File: config.mk
export PLATFORM = sky130hd
export DESIGN_NAME = alu_operand_sequencer
export DESIGN_NICKNAME = d
export VERILOG_FILES = /design/src/rtl/alu_seq_pkg.sv /design/src/rtl/rise_pulse.sv /design/src/rtl/alu_operand_sequencer.sv
export SDC_FILE = /design/constraint.sdc
export NUM_CORES = 1
export LEC_CHECK = 0
export ABC_AREA = 1
export CORE_ASPECT_RATIO = 0.8
export CORE_UTILIZATION = 35
export CTS_BUF_LIST = sky130_fd_sc_hd__clkbuf_16
export CTS_CLUSTER_DIAMETER = 100
export DETAILED_ROUTE_END_ITERATION = 10
export HOLD_SLACK_MARGIN = 0.15
export PLACE_DENSITY = 0.58
export SLEW_MARGIN = 40
export SYNTH_ARGS = -nofsm -noshare
export SYNTH_HDL_FRONTEND = slang
export SYNTH_SLANG_ARGS = --single-unit
File: constraint.sdc
create_clock -name clock -period 2.7 [get_ports clock]
set_input_delay 0.675 -clock clock [delete_from_list [all_inputs] [get_ports clock]]
set_output_delay 0.675 -clock clock [all_outputs]
set_load 0.02 [all_outputs]
File: src/rtl/alu_seq_pkg.sv
// Shared definitions for the ALU operand sequencer.
//  - seq_state_t : sequencer steps WAIT_A -> WAIT_B -> WAIT_OP -> EVAL -> SHOW_RES
//  - OP_*        : opcode encodings understood by the shared ALU
//  - F_*         : bit positions inside the 5-bit ALU flag vector {N,Z,C,V,P}
//  - state_onehot: maps a state to the 4-bit step LED pattern (EVAL shows nothing)
package alu_seq_pkg;

  typedef enum logic [2:0] {
    WAIT_A,
    WAIT_B,
    WAIT_OP,
    EVAL,
    SHOW_RES
  } seq_state_t;

  localparam logic [1:0] OP_ADD = 2'b00;
  localparam logic [1:0] OP_SUB = 2'b01;
  localparam logic [1:0] OP_OR  = 2'b10;
  localparam logic [1:0] OP_AND = 2'b11;

  localparam int F_N = 4;
  localparam int F_Z = 3;
  localparam int F_C = 2;
  localparam int F_V = 1;
  localparam int F_P = 0;

  // LED order is {SHOW_RES, WAIT_OP, WAIT_B, WAIT_A}; EVAL is a one-cycle
  // transient and deliberately lights nothing.
  function automatic logic [3:0] state_onehot(input seq_state_t s);
    case (s)
      WAIT_A:   state_onehot = 4'b0001;
      WAIT_B:   state_onehot = 4'b0010;
      WAIT_OP:  state_onehot = 4'b0100;
      SHOW_RES: state_onehot = 4'b1000;
      default:  state_onehot = 4'b0000;
    endcase
  endfunction

endpackage

File: src/rtl/rise_pulse.sv
// Level-to-pulse converter: emits a single-cycle pulse on each rising edge of
// a debounced button level.
// Ports:
//  clock  in  system clock
//  reset  in  synchronous, active-high
//  level  in  debounced button level
//  pulse  out high for one cycle when level goes 0 -> 1
// The previous-level register resets to 1 so that a button already held down
// when reset is released does not produce a spurious pulse.
module rise_pulse (
  input  logic clock,
  input  logic reset,
  input  logic level,
  output logic pulse
);

  logic prev;

  always_ff @(posedge clock) begin
    if (reset) begin
      prev <= 1'b1;
    end else begin
      prev <= level;
    end
  end

  assign pulse = level & ~prev;

endmodule

File: src/rtl/alu_operand_sequencer.sv
// Sequences a shared combinational ALU from one switch bank and one button.
// The user enters A, then B, then the opcode; the block drives the ALU,
// latches result and flags, and shows the result until the next action.
// Parameters:
//  N         operand/result width
//  IDLE_MAX  cycles without a button pulse before SHOW_RES falls back to
//            WAIT_A (0 disables the timeout)
// Ports:
//  clock, reset           system clock, synchronous active-high reset
//  enter, undo            debounced button levels (rising edge = action)
//  data_in [N]            operand switches
//  op_in [2]              opcode switches
//  alu_a, alu_b, alu_op   registered ALU operands/opcode
//  alu_result, alu_flags  combinational ALU outputs {N,Z,C,V,P}
//  disp_value [N]         value for the hex display
//  flags_out [5]          latched flags, meaningful in SHOW_RES
//  state_led [4]          one-hot step {SHOW_RES,WAIT_OP,WAIT_B,WAIT_A}
//  result_vld             high while in SHOW_RES
// Build option: define ALU_SEQ_CHAIN_EN to make enter in SHOW_RES load the
// result into A and continue at WAIT_B (accumulator chaining). Without it,
// enter in SHOW_RES returns to WAIT_A and keeps the operand registers.
module alu_operand_sequencer
  import alu_seq_pkg::*;
#(
  parameter int N        = 7,
  parameter int IDLE_MAX = 5000
) (
  input  logic         clock,
  input  logic         reset,
  input  logic         enter,
  input  logic         undo,
  input  logic [N-1:0] data_in,
  input  logic [1:0]   op_in,
  output logic [N-1:0] alu_a,
  output logic [N-1:0] alu_b,
  output logic [1:0]   alu_op,
  input  logic [N-1:0] alu_result,
  input  logic [4:0]   alu_flags,
  output logic [N-1:0] disp_value,
  output logic [4:0]   flags_out,
  output logic [3:0]   state_led,
  output logic         result_vld
);

  localparam int CNT_W = (IDLE_MAX > 1) ? $clog2(IDLE_MAX) : 1;
  localparam logic [CNT_W-1:0] IDLE_LIM = CNT_W'((IDLE_MAX > 0) ? IDLE_MAX - 1 : 0);

  seq_state_t state, next_state;
  logic       enter_p, undo_p;
  logic [N-1:0] result;
  logic [CNT_W-1:0] idle_cnt;
  logic idle_hit;
  logic load_a, load_a_res, load_b, load_op, load_res;

  rise_pulse u_enter_edge (
    .clock (clock),
    .reset (reset),
    .level (enter),
    .pulse (enter_p)
  );

  rise_pulse u_undo_edge (
    .clock (clock),
    .reset (reset),
    .level (undo),
    .pulse (undo_p)
  );

  assign idle_hit = (IDLE_MAX != 0) && (idle_cnt == IDLE_LIM);

  // State register
  always_ff @(posedge clock) begin
    if (reset) begin
      state <= WAIT_A;
    end else begin
      state <= next_state;
    end
  end

  // Next-state logic; undo always takes priority over a simultaneous enter.
  always_comb begin
    next_state = state;
    load_a     = 1'b0;
    load_a_res = 1'b0;
    load_b     = 1'b0;
    load_op    = 1'b0;
    load_res   = 1'b0;
    case (state)
      WAIT_A: begin
        if (enter_p && !undo_p) begin
          load_a     = 1'b1;
          next_state = WAIT_B;
        end
      end
      WAIT_B: begin
        if (undo_p) begin
          next_state = WAIT_A;
        end else if (enter_p) begin
          load_b     = 1'b1;
          next_state = WAIT_OP;
        end
      end
      WAIT_OP: begin
        if (undo_p) begin
          next_state = WAIT_B;
        end else if (enter_p) begin
          load_op    = 1'b1;
          next_state = EVAL;
        end
      end
      EVAL: begin
        // Operands and opcode have been stable for a full cycle here.
        load_res   = 1'b1;
        next_state = SHOW_RES;
      end
      SHOW_RES: begin
        if (undo_p) begin
          next_state = WAIT_OP;
        end else if (enter_p) begin
`ifdef ALU_SEQ_CHAIN_EN
          load_a_res = 1'b1;
          next_state = WAIT_B;
`else
          next_state = WAIT_A;
`endif
        end else if (idle_hit) begin
          next_state = WAIT_A;
        end
      end
      default: next_state = WAIT_A;
    endcase
  end

  // Output logic: everything is decoded from registered state.
  always_comb begin
    state_led  = state_onehot(state);
    result_vld = (state == SHOW_RES);
    case (state)
      WAIT_A, WAIT_B: disp_value = data_in;
      SHOW_RES:       disp_value = result;
      default:        disp_value = alu_b;
    endcase
  end

  // Operand, opcode and result registers
  always_ff @(posedge clock) begin
    if (reset) begin
      alu_a     <= '0;
      alu_b     <= '0;
      alu_op    <= '0;
      result    <= '0;
      flags_out <= '0;
    end else begin
      if (load_a) begin
        alu_a <= data_in;
      end else if (load_a_res) begin
        alu_a <= result;
      end
      if (load_b) begin
        alu_b <= data_in;
      end
      if (load_op) begin
        alu_op <= op_in;
      end
      if (load_res) begin
        result    <= alu_result;
        flags_out <= alu_flags;
      end
    end
  end

  // Idle counter: runs only while staying in SHOW_RES with no button
  // activity, and saturates at the timeout value instead of wrapping.
  always_ff @(posedge clock) begin
    if (reset) begin
      idle_cnt <= '0;
    end else if (state != SHOW_RES || next_state != SHOW_RES || enter_p || undo_p) begin
      idle_cnt <= '0;
    end else if (idle_cnt != IDLE_LIM) begin
      idle_cnt <= idle_cnt + 1'b1;
    end
  end

endmodule

Word-level counts from Yosys, hierarchy flattened:

Cells that the tools add are included.

* add/sub/neg operators: 1
* multiply operators: 0
* div/mod/pow operators: 0
* magnitude comparators: 0
* equal/unequal tests: 8
* shifts and indexed selects: 0
* muxes and demuxes: 18
* bitwise gates (word level): 4
* reduce and logical (&&, ||, !) cells: 8

Operator list (number)
* $mux 3: 8
* $pmux 4 s4: 1
* $pmux 3 s5: 1
* $pmux 7 s2: 1
* $add 13x1->13 const B: 1
* $eq 13x13->1 const B: 1
* $ne 13x13->1 const B: 1
* $mux 1: 7
* $eq 3x2->1 const B: 2
* $ne 3x3->1 const B: 2
* $reduce_or 2->1: 2
* $eq 3x1->1 const B: 1
* $eq 3x3->1 const B: 1
* $logic_not 3->1: 1
* $logic_or 1x1->1: 3
* $and 1x1->1: 2
* $not 1->1: 2
* $logic_and 1x1->1: 1
* $logic_not 1->1: 1

* flip-flop bits (word level): 46
* bits in latches: 0
* memory bits (writable): 0
* bits in read-only memories: 0
* input bits: 25
* output and inout bits: 33
* logic and storage cells: 48
* memories: 0

Longest topological paths before layout:

Gate-level depths: netlist of the first run.

* word-level depth: 11
* mapped depth: 10
* mapped depth without buffers: 10

Hierarchy:

A second synthesis of the first run with hierarchy kept.

* cells, all modules: 284
* area, all modules: 2083.2 um^2

By module, submodules not included
* alu_operand_sequencer: instances 1, cells an instance 274, area each 2008.2 um^2, seq. area each 880.8 um^2
* rise_pulse: instances 2, cells an instance 5, area each 37.5 um^2, seq. area each 20.0 um^2

Least setup slack after synthesis of the first run:

Ideal clock, no wire load.

* path kind: register to output
* start point: register state[0]
* end point: output disp_value[0]
* arrival time: 1.237 ns
* data required time: 2.025 ns
* setup slack: 0.788 ns
* stages on the path, launching flop included: 8
* path buffers: 0
* path through: dfxtp_1 -> inv_1 -> nor3_4 -> inv_2 -> nand2_4 -> nor2_4 -> nand2_1 -> nand3_1

* cells in the longest elaborated chain, start to end: 3
* elaborated cells between the ends (all ways): 5
* classes of those cells: eq/ne (2); mux (1); reduce/logical (2)

RTL lines
* from (decl): line alu_operand_sequencer.sv:48 `seq_state_t state, next_state;`
* from (signal assigned): line alu_operand_sequencer.sv:76 `state <= next_state;`
* $eq 3x1->1 or $logic_not 3->1 (tied branches): line alu_operand_sequencer.sv:138 `case (state)`
* $reduce_or 2->1: line alu_operand_sequencer.sv:138
* $pmux 7 s2 *: line alu_operand_sequencer.sv:138
* to (decl): line alu_operand_sequencer.sv:39 `output logic [N-1:0] disp_value,`

Every way passes the cells marked *; elsewhere a longest branch is shown, timed or not.

Final worst setup path of the first run:

* start point: register state[0]
* end point: output disp_value[4]

Same word-level chain as after synthesis.

==> results.tsv, run 1 <==
metric	value	unit
Worst Setup EP	disp_value[4]	
Crit Path Class	flip-flop to output port	
Die H	72.1	um
Fmax	0.395	GHz
type of origin of the critical path	flip-flop	
# setup viols final	0	
Sink Count	46	
CP max-delay cell	dfxtp_1	
crit-path max FO	8	
vias in the first global route	1970	
CP top delay family	buffers and inverters	
CP Cell Sequence	inv_1 -> nor3_4 -> inv_2 -> nand2_4 -> nor2_4 -> buf_4 -> nand2_1 -> nand3_1 -> dlygate4sd2_1	
largest net degree at the start of global routing	32	
Crit path required time	2.03	ns
Clk pwr share	0.415	
Crit. Startpoint	state[0]	
simple logic cell fraction of the synthesized area	0.368	
synth warn	0	
Synth-to-Final Area Change	38.7	%
Hold-fix buffers, CTS	0	
total power	1.40	mW
DP Cell Count	428	
most common flop cell mapped by yosys	dfxtp_1	
ratio of cells with drive above 1 in the final layout	0.134	
clk_lat worst skew	0.28	ns
Seq pwr share	0.494	
crit path setup slack, layout	0.166	ns
final wirelength	5340	um
input/output buffers	57	
multi-input logic area	0.00108	mm2
worst rel slew slack	0.704	
htree depth	2	
cell depth of the worst setup path	9	
gr ovfl total	0	
Top Metal Used	met4	
number of distinct library cells after synthesis	26	
Final Hold Viols	0	
ANT cells	0	
Worst Path Arrival	1.86	ns
drt drc	0	
Max Slew Vio Count	0	
Die ar.	0.00646	mm2
Syn Nets	320	
R2R Setup Slk	1.02	ns
Comb pwr share	0.091	
P per Cell Area	469	mW/mm2
RSZ-0062 raised after global routing	no	
Synth Area per Inst	7.32	um2
status	finished clean	
register area	922	um2
initial drt markers	120	
length of routed met3 wiring	267	um
CTS tree	done	
Clock Pin Slew Worst Setup and Hold Paths	0.06	ns
max-cap violations	0	
compound-cell area share of the yosys netlist	0.116	
adder-cell share of the synthesized area	0.00582	
Synth top area share	0.428	
vias	2018	
Leakage	1.22	nW
CP bufs+invs	4	
Synth area leaders	dfxtp_1 (43%), nor2_1 (11%), nand2_1 (9.2%), o21ai_0 (7.2%), inv_1 (4.4%)	
number of buffers created by CTS	5	
post-layout minimum cycle time	2.53	ns
HPWL after DPL	3960	um
Hold WS	0.483	ns
Critical Path Sink Type	output port	
Synth area leader	dfxtp_1	
mux contribution to synthesized area	0	
die width	89.6	um
fin crit share	0.939	
Ports	58	
worst slew pin tran	0.443	ns
worst reg2reg path startpoint	idle_cnt[0]	
Peak VDD IR	0.000271	V
count leader, synth	nor2_1	
TritonRoute pass-1 iters	4	
EDFF count, synth	0	
Post-Synth XOR/XNOR Area	0.0122	
Cells after Synth	294	
Seq/Total Area, Yosys	0.428	
initial core utilization	0.364	
switching part of the total	0.222	
first-pass GRT wire length	9000	um
ys async rst share	0	
post-route non-filler standard cell count	439	
DR vias/cell	4.60	
Rows	25	
metal2 WL	2290	um
pre-CTS setup slack	0.0904	ns
Reg2Reg Capture Point	idle_cnt[2]	
WL per Instance	12.2	um
Yosys reg bits	46	
largest family of logic cells by synthesized area	simple AND/OR/NAND/NOR gates	
# nets final	383	
worst r2r path cells	6	
Fin Clk Skew	0.00514	ns
NetSw	0.311	mW
Min-Delay Path Class	flip-flop to flip-flop	
GR Util All Layers	0.181	
Post-DRT Antenna Nets	0	
FILL cells	595	
CTS root buf	clkbuf_16	
Synth top cells by count	nor2_1 (64), nand2_1 (53), dfxtp_1 (46), o21ai_0 (31), inv_1 (25)	
global placer's final weighted congestion	0.770	
Max stage delay on crit path	0.38	ns
Synth Cell Area	0.00215	mm2
Max clock buf depth	2	
post-route setup TNS	0	ns
core area	0.00591	mm2
initial antenna violation count	0	
met1 wire length	2700	um
internal power	1.09	mW
power by group through the flow:
stage	clock network, mW	logic (mW)	registers [mW]
3_3_place_gp	0	0.127	0.706
5_1_grt	0.627	0.137	0.691
2_1_floorplan	0	0.0455	0.713
6_report	0.580	0.127	0.691
3_5_place_dp	0	0.127	0.706
4_1_cts	0.601	0.127	0.691
how the worst min path moves through the flow:
stage,endpoint,depth (start not counted),start
finish,alu_op[1],2,alu_op[1]
global route,idle_cnt[9],2,idle_cnt[9]
CTS,idle_cnt[11],2,idle_cnt[11]
detailed placement,idle_cnt[11],2,idle_cnt[11]
global placement,alu_op[1],2,alu_op[1]
floorplan,idle_cnt[11],2,idle_cnt[11]
timing repair:
action                     in CTS  in global routing
buffers inserted                0                  3
setup endpoints to repair       7                  6
pin swaps                       0                  1
resized for setup               3                  6
cells by family after synthesis:
group,Yosys count
compound gates,44
xor+xnor,3
fa+ha+maj,1
buf+inv,37
flops,46
simple gates,163
per-stage QoR:
step | area [um2] | util
after floorplan | 2150 | -
after detailed placement | 2810 | 0.474
after CTS | 2950 | 0.498
final | 2980 | 0.505
after global routing | 2980 | 0.505
after global placement | 2810 | 0.474
flip-flops by register name, indices dropped and copies added, names as in the netlist:
register           flops
idle_cnt              13
alu_a                  7
alu_b                  7
result                 7
flags_out              5
state                  3
alu_op                 2
u_enter_edge.prev      1
u_undo_edge.prev       1
worst register-to-register path: stages, from the launching register on:
cell     delay (ns)
dfxtp_1        0.46
ha_1           0.28
nand2_1        0.07
nor2_1         0.16
nand3_2        0.23
nand4_4        0.28
nor3_1         0.08
final cells by class:
cell class	count	area share
inverter	31	0.0390
clock inverter	3	0.00419
clock buffer	5	0.0419
tap	81	0.0340
timing repair buffer	62	0.208
sequential	46	0.309
multi-input combinational	211	0.363
layer usage:
metal / GRT usage / vias to the layer above
met2: 0.278 / 40
met5: 0 / -
met1: 0.247 / 908
met3: 0.0466 / 7
li1: - / 1063
met4: 0.0600 / 0
cells in the final DEF, fill, tap and decap left out, drive strengths merged:
master | Yosys | layout
a21oi | 13 | 13
nand2 | 55 | 55
nand3 | 16 | 16
nand4 | 5 | 5
inv | 31 | 32
dlygate4sd2 | 0 | 1
buf | 3 | 5
or2 | 3 | 3
clkinv | 0 | 2
dlymetal6s2s | 0 | 6
o21ai | 31 | 31
nor2 | 74 | 74
clkbuf | 3 | 5
clkdlybuf4s50 | 0 | 50
ha | 1 | 1
dfxtp | 46 | 46
nor3 | 10 | 10
xor2 | 3 | 3
No activity file was read; power rests on OpenSTA's default activity.
==> inputs of run 2 (changes only) <==
--- a/config.mk
+++ b/config.mk
@@ -9,7 +9,7 @@
 export CORE_ASPECT_RATIO = 0.8
 export CORE_UTILIZATION = 35
 export CTS_BUF_LIST = sky130_fd_sc_hd__clkbuf_16
-export CTS_CLUSTER_DIAMETER = 100
+export CTS_CLUSTER_DIAMETER = 80
 export DETAILED_ROUTE_END_ITERATION = 10
 export HOLD_SLACK_MARGIN = 0.15
 export PLACE_DENSITY = 0.58
==> results of run 2 <==
No change in the layout: final DEF, timing and power equal those of run 1.
==> inputs of run 3 (changes only) <==
--- a/config.mk
+++ b/config.mk
@@ -10,6 +10,7 @@
 export CORE_UTILIZATION = 35
 export CTS_BUF_LIST = sky130_fd_sc_hd__clkbuf_16
 export CTS_CLUSTER_DIAMETER = 80
+export CTS_CLUSTER_SIZE = 12
 export DETAILED_ROUTE_END_ITERATION = 10
 export HOLD_SLACK_MARGIN = 0.15
 export PLACE_DENSITY = 0.58
==> constraint.sdc (replaced) <==
create_clock -name clock -period 2.7 [get_ports clock]
set_input_delay 0.54 -clock clock [delete_from_list [all_inputs] [get_ports clock]]
set_output_delay 0.54 -clock clock [all_outputs]
set_load 0.02 [all_outputs]
==> results.tsv, run 3 (synthesis results as in run 1) <==
metric	value	unit	change
status	finished clean		
Resized Gates After CTS	0		-3
HPWL after DPL	3850	um	-2.7%
WL per Instance	12.0	um	-1.1%
total power	1.43	mW	+2.0%
switching part of the total	0.232		+0.0101
fin crit share	0.936		-0.00238
FILL cells	595		unchanged
Crit path required time	2.16	ns	+0.13 ns
vias	2000		-0.89%
internal power	1.09	mW	+0.66%
global placer's final weighted congestion	0.800		+3.9%
clk_lat worst skew	0.29	ns	about the same
die width	89.6	um	unchanged
Sink Count	46		unchanged
final wirelength	5240	um	-1.8%
core area	0.00591	mm2	unchanged
Die H	72.1	um	unchanged
RSZ-0062 raised after global routing	no		
Leakage	1.18	nW	-3.3%
initial antenna violation count	0		unchanged
Crit Path Class	flip-flop to output port		
Ports	58		unchanged
P per Cell Area	481	mW/mm2	+2.6%
Peak VDD IR	0.000215	V	-21%
Rows	25		unchanged
first-pass GRT wire length	8740	um	-2.9%
Hold-fix buffers, CTS	0		unchanged
crit-path max FO	10		+2
postcts setup bufs	0		unchanged
Clock Pin Slew Worst Setup and Hold Paths	0.06	ns	about the same
TritonRoute pass-1 iters	6		+2
Max clock buf depth	2		unchanged
Max Slew Vio Count	0		unchanged
register area	922	um2	unchanged
number of buffers created by CTS	5		unchanged
Largest register FFs	13		unchanged
largest net degree at the start of global routing	32		unchanged
Post-DRT Antenna Nets	0		unchanged
ANT cells	0		unchanged
# setup viols final	0		unchanged
htree depth	2		unchanged
Comb pwr share	0.089		-0.002
drt drc	0		unchanged
Clk pwr share	0.427		+0.012
Critical Path Sink Type	output port		
initial core utilization	0.364		unchanged
Synth-to-Final Area Change	37.9	%	
ratio of cells with drive above 1 in the final layout	0.132		-0.00168
most common cell after layout, fill and taps aside	nor2_1		
Final Hold Viols	0		unchanged
multi-input logic area	0.00108	mm2	unchanged
gr ovfl total	0		unchanged
# nets final	380		-0.78%
worst rel slew slack	0.694		-0.00999
vias in the first global route	1809		-8.2%
Fin Clk Skew	0.00616	ns	+0.00102 ns
max-cap violations	0		unchanged
Worst Path Arrival	1.99	ns	+0.13 ns
type of origin of the critical path	flip-flop		
GR Util All Layers	0.176		-0.00484
worst slew pin tran	0.455	ns	+0.0120 ns
CTS tree	done		
Seq pwr share	0.485		-0.009
Die ar.	0.00646	mm2	unchanged
Min-Delay Path Class	flip-flop to flip-flop		
most frequent cells in the layout	nor2_1 (64), clkdlybuf4s50_1 (53), nand2_1 (52)		
post-route setup TNS	0	ns	unchanged
post-layout minimum cycle time	2.53	ns	-0.00643 ns
DR vias/cell	4.59		-0.21%
Biggest register	idle_cnt		
NetSw	0.331	mW	+6.6%
initial drt markers	89		-26%
input/output buffers	57		unchanged
CTS root buf	clkbuf_16		
Fmax	0.396	GHz	+0.25%
-- run 3: cell types whose count changed in the layout (fill, tap and decap cells not counted) --
cell and delta:
buf_4 -3, clkdlybuf4s50_1 +3, clkinv_1 -1, clkinv_4 +1
clkinvlp_4 +1, dlygate4sd2_1 -1, dlymetal6s2s_1 -2, inv_1 -1
-- run 3: worst max-delay path, stage by stage, from the launching register on --
cell	delay [ns]
dfxtp_1	0.41
nor2_1	0.10
nand2_2	0.12
inv_2	0.12
nor2_4	0.21
nand2_1	0.07
nand3_1	0.07
clkdlybuf4s50_1	0.60
-- run 3: path summary, 6_finish.rpt --
path	end	startpoint	slack [ns]	depth (start not counted)
max	disp_value[3]	state[1]	0.17	7
max reg2reg	idle_cnt[1]	idle_cnt[0]	1.05	6
min	idle_cnt[11]	idle_cnt[11]	0.48	2
min reg2reg	idle_cnt[11]	idle_cnt[11]	0.48	2
-- run 3: per-layer routing --
layer,routed length [um],global-route usage,vias to the layer above
met5,0,0,-
met4,71,0.0529,0
met3,349,0.0535,7
met2,2180,0.252,47
met1,2640,0.253,885
li1,-,-,1061
-- run 3: stage by stage --
step                 util  hold slack, ns  worst slack, ns  cell area [um2]  instances
finish              0.502           0.476            0.172             2970        436
global route        0.502           0.504           0.0376             2970        436
CTS                 0.499           0.484           0.0559             2950        436
detailed placement  0.474           0.471            0.349             2810        428
global placement    0.474           0.463            0.352             2810        428
floorplan               -           0.455            0.923             2150        294
-- run 3: cell type report --
| class | count | share of cell area |
|---|---|---|
| clock buffers | 5 | 0.0422 |
| clock inverters | 3 | 0.00717 |
| inverters | 31 | 0.0392 |
| multi-input cells | 211 | 0.365 |
| flip-flops and latches | 46 | 0.311 |
| well taps | 81 | 0.0342 |
| repair buffers | 59 | 0.201 |
-- run 3: power by group through the flow --
stage | registers (mW) | logic (mW) | clock network [mW]
final | 0.691 | 0.126 | 0.608
after global routing | 0.691 | 0.137 | 0.659
after CTS | 0.691 | 0.128 | 0.628
after detailed placement | 0.706 | 0.127 | 0
after global placement | 0.706 | 0.128 | 0
after floorplan | 0.713 | 0.0455 | 0
